===== src/rtl/pin_verifier_if.sv =====
// Bundles the swiper, keypad, PIN-table and session signals of pin_verifier.
//  slave  : the verifier's view (swiper/keypad/table data in, strobes and status out)
//  master : the environment's view (swiper, keypad, PIN table, transaction logic)
interface pin_verifier_if #(
   parameter int unsigned ADDR_W     = 5,
   parameter int unsigned ACC_W      = 16,
   parameter int unsigned PIN_DIGITS = 4
);
   // swiper
   logic                    card_scanned;
   logic [ADDR_W-1:0]       acc_addr;
   logic [ACC_W-1:0]        account_info;
   // keypad
   logic                    digit_valid;
   logic [3:0]              digit;
   logic                    digit_clear;
   // PIN table: read port returns {locked, pin}, write port sets the lock flag
   logic                    pin_rd_en;
   logic [ADDR_W-1:0]       pin_rd_addr;
   logic [4*PIN_DIGITS:0]   pin_rd_data;
   logic                    lock_wr_en;
   logic [ADDR_W-1:0]       lock_wr_addr;
   // session status
   logic                    session_valid;
   logic [ACC_W-1:0]        session_acc;
   logic                    auth_fail;
   logic                    card_locked;
   logic                    eject;
   logic [2:0]              tries_left;
   logic [2:0]              digits_in;

   modport slave (
      input  card_scanned, acc_addr, account_info,
      input  digit_valid, digit, digit_clear,
      input  pin_rd_data,
      output pin_rd_en, pin_rd_addr, lock_wr_en, lock_wr_addr,
      output session_valid, session_acc, auth_fail, card_locked, eject,
      output tries_left, digits_in
   );

   modport master (
      output card_scanned, acc_addr, account_info,
      output digit_valid, digit, digit_clear,
      output pin_rd_data,
      input  pin_rd_en, pin_rd_addr, lock_wr_en, lock_wr_addr,
      input  session_valid, session_acc, auth_fail, card_locked, eject,
      input  tries_left, digits_in
   );
endinterface


===== src/rtl/pin_verifier.sv =====
// PIN verification stage behind the card swiper.
// On a new card it reads {locked, pin} for the account, collects keypad digits,
// compares them with the stored PIN, locks the account after MAX_TRIES misses
// and grants or denies the session.
// Ports:
//  clk  : clock
//  rst  : synchronous active-high reset
//  bus  : pin_verifier_if.slave (swiper, keypad, PIN table, session status)
// Every output is registered.
module pin_verifier #(
   parameter int unsigned ADDR_W     = 5,
   parameter int unsigned ACC_W      = 16,
   parameter int unsigned PIN_DIGITS = 4,
   parameter int unsigned MAX_TRIES  = 3,
   parameter int unsigned TIMEOUT    = 1024
) (
   input  logic            clk,
   input  logic            rst,
   pin_verifier_if.slave   bus
);

   localparam int unsigned PIN_W = 4 * PIN_DIGITS;
   localparam int unsigned CNT_W = (TIMEOUT > 2) ? $clog2(TIMEOUT) : 1;

   typedef enum logic [2:0] {
      S_IDLE,
      S_FETCH,
      S_RDWAIT,
      S_ENTRY,
      S_CHECK,
      S_GRANTED,
      S_LOCKED,
      S_DONE
   } state_t;

   state_t               state_q, state_d;
   logic                 card_q;
   logic [ADDR_W-1:0]    addr_q, addr_d;
   logic [ACC_W-1:0]     acc_q, acc_d;
   logic [PIN_W-1:0]     pin_q, pin_d;
   logic [PIN_W-1:0]     entry_q, entry_d;
   logic [CNT_W-1:0]     cnt_q, cnt_d;
   logic [2:0]           digits_q, digits_d;
   logic [2:0]           tries_q, tries_d;
   logic                 pin_rd_en_q, pin_rd_en_d;
   logic                 lock_wr_en_q, lock_wr_en_d;
   logic                 session_valid_q, session_valid_d;
   logic [ACC_W-1:0]     session_acc_q, session_acc_d;
   logic                 auth_fail_q, auth_fail_d;
   logic                 card_locked_q, card_locked_d;
   logic                 eject_q, eject_d;

   logic                 digit_ok;

   assign digit_ok = bus.digit_valid && (bus.digit <= 4'd9);

   // State and output registers
   always_ff @(posedge clk) begin
      if (rst) begin
         state_q         <= S_IDLE;
         // Treat the card as already present so a card held through reset must be re-inserted
         card_q          <= 1'b1;
         addr_q          <= '0;
         acc_q           <= '0;
         pin_q           <= '0;
         entry_q         <= '0;
         cnt_q           <= '0;
         digits_q        <= '0;
         tries_q         <= 3'(MAX_TRIES);
         pin_rd_en_q     <= 1'b0;
         lock_wr_en_q    <= 1'b0;
         session_valid_q <= 1'b0;
         session_acc_q   <= '0;
         auth_fail_q     <= 1'b0;
         card_locked_q   <= 1'b0;
         eject_q         <= 1'b0;
      end else begin
         state_q         <= state_d;
         card_q          <= bus.card_scanned;
         addr_q          <= addr_d;
         acc_q           <= acc_d;
         pin_q           <= pin_d;
         entry_q         <= entry_d;
         cnt_q           <= cnt_d;
         digits_q        <= digits_d;
         tries_q         <= tries_d;
         pin_rd_en_q     <= pin_rd_en_d;
         lock_wr_en_q    <= lock_wr_en_d;
         session_valid_q <= session_valid_d;
         session_acc_q   <= session_acc_d;
         auth_fail_q     <= auth_fail_d;
         card_locked_q   <= card_locked_d;
         eject_q         <= eject_d;
      end
   end

   // Next state and next output values
   always_comb begin
      state_d         = state_q;
      addr_d          = addr_q;
      acc_d           = acc_q;
      pin_d           = pin_q;
      entry_d         = entry_q;
      cnt_d           = cnt_q;
      digits_d        = digits_q;
      tries_d         = tries_q;
      pin_rd_en_d     = 1'b0;
      lock_wr_en_d    = 1'b0;
      session_valid_d = session_valid_q;
      session_acc_d   = session_acc_q;
      auth_fail_d     = 1'b0;
      card_locked_d   = card_locked_q;
      eject_d         = 1'b0;

      case (state_q)
         S_IDLE: begin
            if (bus.card_scanned && !card_q) begin
               addr_d      = bus.acc_addr;
               acc_d       = bus.account_info;
               pin_rd_en_d = 1'b1;
               state_d     = S_FETCH;
            end
         end

         S_FETCH: begin
            state_d = S_RDWAIT;
         end

         S_RDWAIT: begin
            pin_d = bus.pin_rd_data[PIN_W-1:0];
            if (bus.pin_rd_data[PIN_W]) begin
               card_locked_d = 1'b1;
               eject_d       = 1'b1;
               state_d       = S_LOCKED;
            end else begin
               tries_d  = 3'(MAX_TRIES);
               digits_d = '0;
               entry_d  = '0;
               cnt_d    = '0;
               state_d  = S_ENTRY;
            end
         end

         S_ENTRY: begin
            if (bus.digit_clear) begin
               digits_d = '0;
               entry_d  = '0;
               cnt_d    = '0;
            end else if (digit_ok) begin
               // First digit ends up in the MSBs once all digits have been shifted in
               entry_d  = (entry_q << 4) | PIN_W'(bus.digit);
               digits_d = digits_q + 3'd1;
               cnt_d    = '0;
               if (digits_q == 3'(PIN_DIGITS - 1)) begin
                  state_d = S_CHECK;
               end
            end else if (cnt_q == CNT_W'(TIMEOUT - 1)) begin
               eject_d = 1'b1;
               state_d = S_DONE;
            end else begin
               cnt_d = cnt_q + CNT_W'(1);
            end
         end

         S_CHECK: begin
            if (entry_q == pin_q) begin
               session_valid_d = 1'b1;
               session_acc_d   = acc_q;
               state_d         = S_GRANTED;
            end else if (tries_q == 3'd1) begin
               tries_d       = '0;
               lock_wr_en_d  = 1'b1;
               eject_d       = 1'b1;
               card_locked_d = 1'b1;
               state_d       = S_LOCKED;
            end else begin
               tries_d     = tries_q - 3'd1;
               auth_fail_d = 1'b1;
               digits_d    = '0;
               entry_d     = '0;
               cnt_d       = '0;
               state_d     = S_ENTRY;
            end
         end

         S_GRANTED, S_LOCKED, S_DONE: begin
            state_d = state_q;
         end

         default: begin
            state_d = S_IDLE;
         end
      endcase

      // Card removal wins over everything decided above, including a pending lock
      if ((state_q != S_IDLE) && !bus.card_scanned) begin
         state_d         = S_IDLE;
         pin_rd_en_d     = 1'b0;
         lock_wr_en_d    = 1'b0;
         auth_fail_d     = 1'b0;
         eject_d         = 1'b0;
         session_valid_d = 1'b0;
         session_acc_d   = '0;
         card_locked_d   = 1'b0;
         digits_d        = '0;
         tries_d         = 3'(MAX_TRIES);
         cnt_d           = '0;
      end
   end

   assign bus.pin_rd_en     = pin_rd_en_q;
   assign bus.pin_rd_addr   = addr_q;
   assign bus.lock_wr_en    = lock_wr_en_q;
   assign bus.lock_wr_addr  = addr_q;
   assign bus.session_valid = session_valid_q;
   assign bus.session_acc   = session_acc_q;
   assign bus.auth_fail     = auth_fail_q;
   assign bus.card_locked   = card_locked_q;
   assign bus.eject         = eject_q;
   assign bus.tries_left    = tries_q;
   assign bus.digits_in     = digits_q;

endmodule

===== src/flat_wrapper.sv =====
// flat-port wrapper written by rule: the top's interface ports become plain ports
module pin_verifier_flat 
#(
   parameter int unsigned ADDR_W     = 5,
   parameter int unsigned ACC_W      = 16,
   parameter int unsigned PIN_DIGITS = 4,
   parameter int unsigned MAX_TRIES  = 3,
   parameter int unsigned TIMEOUT    = 1024
)
  (clk, rst, bus_card_scanned, bus_acc_addr, bus_account_info, bus_digit_valid, bus_digit, bus_digit_clear, bus_pin_rd_data, bus_pin_rd_en, bus_pin_rd_addr, bus_lock_wr_en, bus_lock_wr_addr, bus_session_valid, bus_session_acc, bus_auth_fail, bus_card_locked, bus_eject, bus_tries_left, bus_digits_in);
  pin_verifier_if #(.ADDR_W(ADDR_W), .ACC_W(ACC_W), .PIN_DIGITS(PIN_DIGITS)) bus_i ();
  input  logic clk;
  input  logic rst;
  input wire logic [$bits(bus_i.card_scanned)-1:0] bus_card_scanned;
  input wire logic [$bits(bus_i.acc_addr)-1:0] bus_acc_addr;
  input wire logic [$bits(bus_i.account_info)-1:0] bus_account_info;
  input wire logic [$bits(bus_i.digit_valid)-1:0] bus_digit_valid;
  input wire logic [$bits(bus_i.digit)-1:0] bus_digit;
  input wire logic [$bits(bus_i.digit_clear)-1:0] bus_digit_clear;
  input wire logic [$bits(bus_i.pin_rd_data)-1:0] bus_pin_rd_data;
  output wire logic [$bits(bus_i.pin_rd_en)-1:0] bus_pin_rd_en;
  output wire logic [$bits(bus_i.pin_rd_addr)-1:0] bus_pin_rd_addr;
  output wire logic [$bits(bus_i.lock_wr_en)-1:0] bus_lock_wr_en;
  output wire logic [$bits(bus_i.lock_wr_addr)-1:0] bus_lock_wr_addr;
  output wire logic [$bits(bus_i.session_valid)-1:0] bus_session_valid;
  output wire logic [$bits(bus_i.session_acc)-1:0] bus_session_acc;
  output wire logic [$bits(bus_i.auth_fail)-1:0] bus_auth_fail;
  output wire logic [$bits(bus_i.card_locked)-1:0] bus_card_locked;
  output wire logic [$bits(bus_i.eject)-1:0] bus_eject;
  output wire logic [$bits(bus_i.tries_left)-1:0] bus_tries_left;
  output wire logic [$bits(bus_i.digits_in)-1:0] bus_digits_in;
  assign bus_i.card_scanned = bus_card_scanned;
  assign bus_i.acc_addr = bus_acc_addr;
  assign bus_i.account_info = bus_account_info;
  assign bus_i.digit_valid = bus_digit_valid;
  assign bus_i.digit = bus_digit;
  assign bus_i.digit_clear = bus_digit_clear;
  assign bus_i.pin_rd_data = bus_pin_rd_data;
  assign bus_pin_rd_en = bus_i.pin_rd_en;
  assign bus_pin_rd_addr = bus_i.pin_rd_addr;
  assign bus_lock_wr_en = bus_i.lock_wr_en;
  assign bus_lock_wr_addr = bus_i.lock_wr_addr;
  assign bus_session_valid = bus_i.session_valid;
  assign bus_session_acc = bus_i.session_acc;
  assign bus_auth_fail = bus_i.auth_fail;
  assign bus_card_locked = bus_i.card_locked;
  assign bus_eject = bus_i.eject;
  assign bus_tries_left = bus_i.tries_left;
  assign bus_digits_in = bus_i.digits_in;
  pin_verifier #(.ADDR_W(ADDR_W), .ACC_W(ACC_W), .PIN_DIGITS(PIN_DIGITS), .MAX_TRIES(MAX_TRIES), .TIMEOUT(TIMEOUT)) u_core (.clk(clk), .rst(rst), .bus(bus_i));
endmodule

===== config.mk =====
export PLATFORM = sky130hd
export DESIGN_NAME = pin_verifier_flat
export DESIGN_NICKNAME = d
export VERILOG_FILES = /design/src/rtl/pin_verifier_if.sv /design/src/rtl/pin_verifier.sv /design/src/flat_wrapper.sv
export SDC_FILE = /design/constraint.sdc
export NUM_CORES = 1
export LEC_CHECK = 0
export CAP_MARGIN = 15
export CORE_ASPECT_RATIO = 1.75
export CORE_MARGIN = 2
export CORE_UTILIZATION = 50
export DETAILED_ROUTE_END_ITERATION = 7
export PLACE_DENSITY = 0.89
export SKIP_LAST_GASP = 1
export SLEW_MARGIN = 20
export SYNTH_ARGS = -nofsm -noshare
export SYNTH_HDL_FRONTEND = slang
export SYNTH_SLANG_ARGS = --single-unit

===== constraint.sdc =====
create_clock -name clk -period 2.5 [get_ports clk]
set_clock_uncertainty 0.05 [all_clocks]
set_input_delay 0.25 -clock clk [delete_from_list [all_inputs] [get_ports clk]]
set_output_delay 0.25 -clock clk [all_outputs]
set_load 0.01 [all_outputs]

==> flow_summary.yaml <==
status:
  status: "complete, no violations"
place:
  gp_congestion: 0.805
  post-dp-hpwl_um: 7730
  io_buffers: 84
  placed_cells_incl_taps: 679
  place_worst_setup_slack_ns: 0.352
  placed_cell_area_mm2: 0.00515
floorplanning:
  floorplan.rows: 44
  die_x_um: 73.8
  die_area_mm2: 0.00930
  core_region_area_mm2: 0.00831
  floorplan.initialDensity_pct: 51.2
  die_h_um: 126
  io_pins: 85
route:
  post_drt_via_cell_ratio: 5.70
  dr.first_iter.drc_count: 331
  drt_drc_violations_left: 0
  total_number_of_vias: 3962
  route.detailed.wl_per_inst_um: 15.9
  detailedRoute.firstPassIterationCount: 5
  wl_um: 11000
  antenna_violating_nets_post_route: 0
yosys:
  synth_edf_count: 0
  synth_top_cells_by_area: "dfxtp_1, nand2_1, a21oi_1"
  async_flop_share_pct: 0
  synthesis.nets: 561
  synth.avg_cell_area_um2: 8.37
  dominantRegCellSynth: "dfxtp_1"
  synth.lib_cells_used.distinct: 48
  yosys_register_bits: 95
  synthesis.instances: 509
  synth_top_cell_by_area: "dfxtp_1"
  synth_sequential_area_ratio_pct: 44.6
  synth_top_area_share_pct: 44.6
  syn-cell-area_mm2: 0.00426
  yosys_warn_count: 0
clock_tree:
  cts.reportedPaths.clkPinSlew_ns: 0.06
  clock_latency_ns: 0.35
  ctsLongestPathBuffers: 2
  cts_root_buffer: "clkbuf_16"
  cts_post_setup_buffers_inserted: 0
  postCtsResizedCells: 0
  ctsHtreeMaxLevel: 3
  tritoncts: "built"
  hold_buffers: 0
  cts_made_buffers: 9
  number_of_clock_sinks: 95
critical_path:
  regToRegStartpoint: "u_core.state_q[2]"
  start_kind: "flip-flop"
  worstSetupStartpoint: "u_core.state_q[2]"
  worstReg2RegEnd: "u_core.cnt_q[3]"
  critical_path_class: "flip-flop to flip-flop"
  worst-r2r-setup-slack_ns: 0.33
  worstRegToRegCells: 4
  critPathMaxFanout: 11
  endpoint_type_of_the_worst_setup_path: "flip-flop"
  worst_ep_arrival_time_ns: 2.31
  critPathRequiredTime_ns: 2.64
grt:
  wire_length_of_the_first_global_routing_pass_um: 17700
  global_route.overflow_total: 0
  vias_in_the_first_global_route: 3897
  grt_start_max_net_pins: 73
  grt_use_total_pct: 24.3
  antenna_found_initial: 0
sta:
  finalSetupViolations: 0
  finalSetupTns_ns: 0
  worst_setup_slack_after_layout_ns: 0.329
  max_slew_margin_pct: 57.8
  rsz0062_at_grt: "false"
  transition_time_of_the_tightest_slew_check_pin_ns: 0.632
  fmax_ghz: 0.461
  timing.final.crit_period_ns: 2.17
  final.period_utilization_pct: 86.9
  drv_slew: 0
  hold_violations: 0
cells_and_area:
  fin_cells: 695
  finalNetCount: 627
  antenna_cells_inserted: 0
  share_of_final_layout_standard_cells_stronger_than_drive_strength_1_pct: 6.90
  syn_to_final_growth_pct: 28.2
  finish.instance_area_mm2: 0.00546
power:
  worst_ir_drop_vdd_mv: 0.588
  p_per_area_mw_per_mm2: 848
  static-leakage-power_nw: 1.92
run:
  number_of_max_capacitance_violations_reported: 0
min_path:
  worst_hold_startpoint: "bus_account_info[1]"
  hold_class: "primary input to flip-flop"
  hold_path_depth: 3
  min_delay_worst_endpoint: "u_core.acc_q[1]"
==> layer usage <==
| layer | vias up | track usage [%] | wire length, µm | share of wire (%) |
|---|---|---|---|---|
| met5 | - | 0 | 0 | 0 |
| met4 | 0 | 12.5 | 420 | 3.8 |
| met3 | 34 | 6.08 | 640 | 5.8 |
| met2 | 145 | 43.0 | 5910 | 53 |
| met1 | 1888 | 25.6 | 4070 | 37 |
| li1 | 1895 | - | - | - |
==> synth_stat cells (3+ instances only) <==
library cell / n
dfxtp_1: 95
nand2_1: 95
a21oi_1: 60
o21ai_0: 28
clkbuf_1: 25
nand3_1: 21
mux2i_1: 19
nand2b_1: 19
nand3b_1: 19
xor2_1: 16
nor2_1: 14
buf_2: 10
a31oi_1: 7
inv_1: 7
buf_4: 6
ha_1: 5
nor3_1: 5
o21a_1: 5
a311oi_1: 4
nor4_1: 4
a211oi_1: 3
nand4_1: 3
o41ai_1: 3
or3_1: 3
==> stage by stage <==
step,util (%),power (mW),hold slack [ns]
after floorplan,-,2.77,0.307
after global placement,61.9,3.15,0.393
after detailed placement,61.9,3.20,0.397
after CTS,65.7,4.65,0.391
after global routing,65.7,4.85,0.407
final,65.7,4.63,0.399
==> sequential cells by signal, indices dropped and copies added, names as in the netlist, 3 cells and up <==
name                     cells
u_core.acc_q                16
u_core.bus.session_acc      16
u_core.entry_q              16
u_core.pin_q                16
u_core.cnt_q                10
u_core.bus.lock_wr_addr      5
u_core.bus.digits_in         3
u_core.bus.tries_left        3
u_core.state_q               3
==> placed cells by master, fill, tap and decap left out, types with 4 or more instances in the layout <==
cell | netlist | layout
nand2_1 | 95 | 95
dfxtp_1 | 95 | 95
clkdlybuf4s50_1 | 0 | 83
a21oi_1 | 60 | 60
o21ai_0 | 28 | 28
nand3_1 | 21 | 21
nand2b_1 | 19 | 19
nand3b_1 | 19 | 19
mux2i_1 | 19 | 19
xor2_1 | 16 | 16
nor2_1 | 14 | 14
buf_4 | 6 | 13
clkbuf_16 | 0 | 9
inv_1 | 7 | 7
a31oi_1 | 7 | 7
o21a_1 | 5 | 5
nor3_1 | 5 | 5
ha_1 | 5 | 5
a311oi_1 | 4 | 4
==> kinds of logic after synthesis <==
logic type,Yosys count,synth area share (%)
XOR/XNOR,16,3.29
flip-flops,95,44.6
adder cells (fa/ha/maj),5,1.47
multiplexers,19,4.46
AO/OA/AOI/OAI,126,17.2
AND/OR/NAND/NOR,198,23.3
buffers and inverters,50,5.67
==> area by class of cell <==
type / instances / area [µm²]
clock buffers: 11 / 233
well taps: 115 / 144
clock inverters: 5 / 81.3
flip-flops and latches: 95 / 1900
multi-input cells: 364 / 2120
fillers: 670 / 2850
inverters: 7 / 26.3
repair buffers: 98 / 953
==> power by group <==
part | leakage (nW) | total, mW | switching, mW | internal [mW]
registers | 0.768 | 1.72 | 0.114 | 1.61
clock network | 0.150 | 1.45 | 0.570 | 0.878
logic | 1.00 | 1.46 | 0.921 | 0.539
==> critical path: stages (launching register included) <==
cell and delay, ns:
dfxtp_1 0.53, or3b_1 0.43, o22ai_1 0.25, a21boi_1 0.53, a311oi_1 0.21
==> worst max path at each step <==
stage / to / slack [ns] / cells past startpoint
floorplan: u_core.cnt_q[6] / 0.70 / 7
global placement: u_core.entry_q[5] / 0.41 / 7
detailed placement: u_core.entry_q[7] / 0.35 / 7
CTS: u_core.cnt_q[3] / 0.40 / 5
global route: u_core.cnt_q[3] / 0.21 / 4
finish: u_core.cnt_q[3] / 0.33 / 4
No activity file was read; power rests on OpenSTA's default activity.
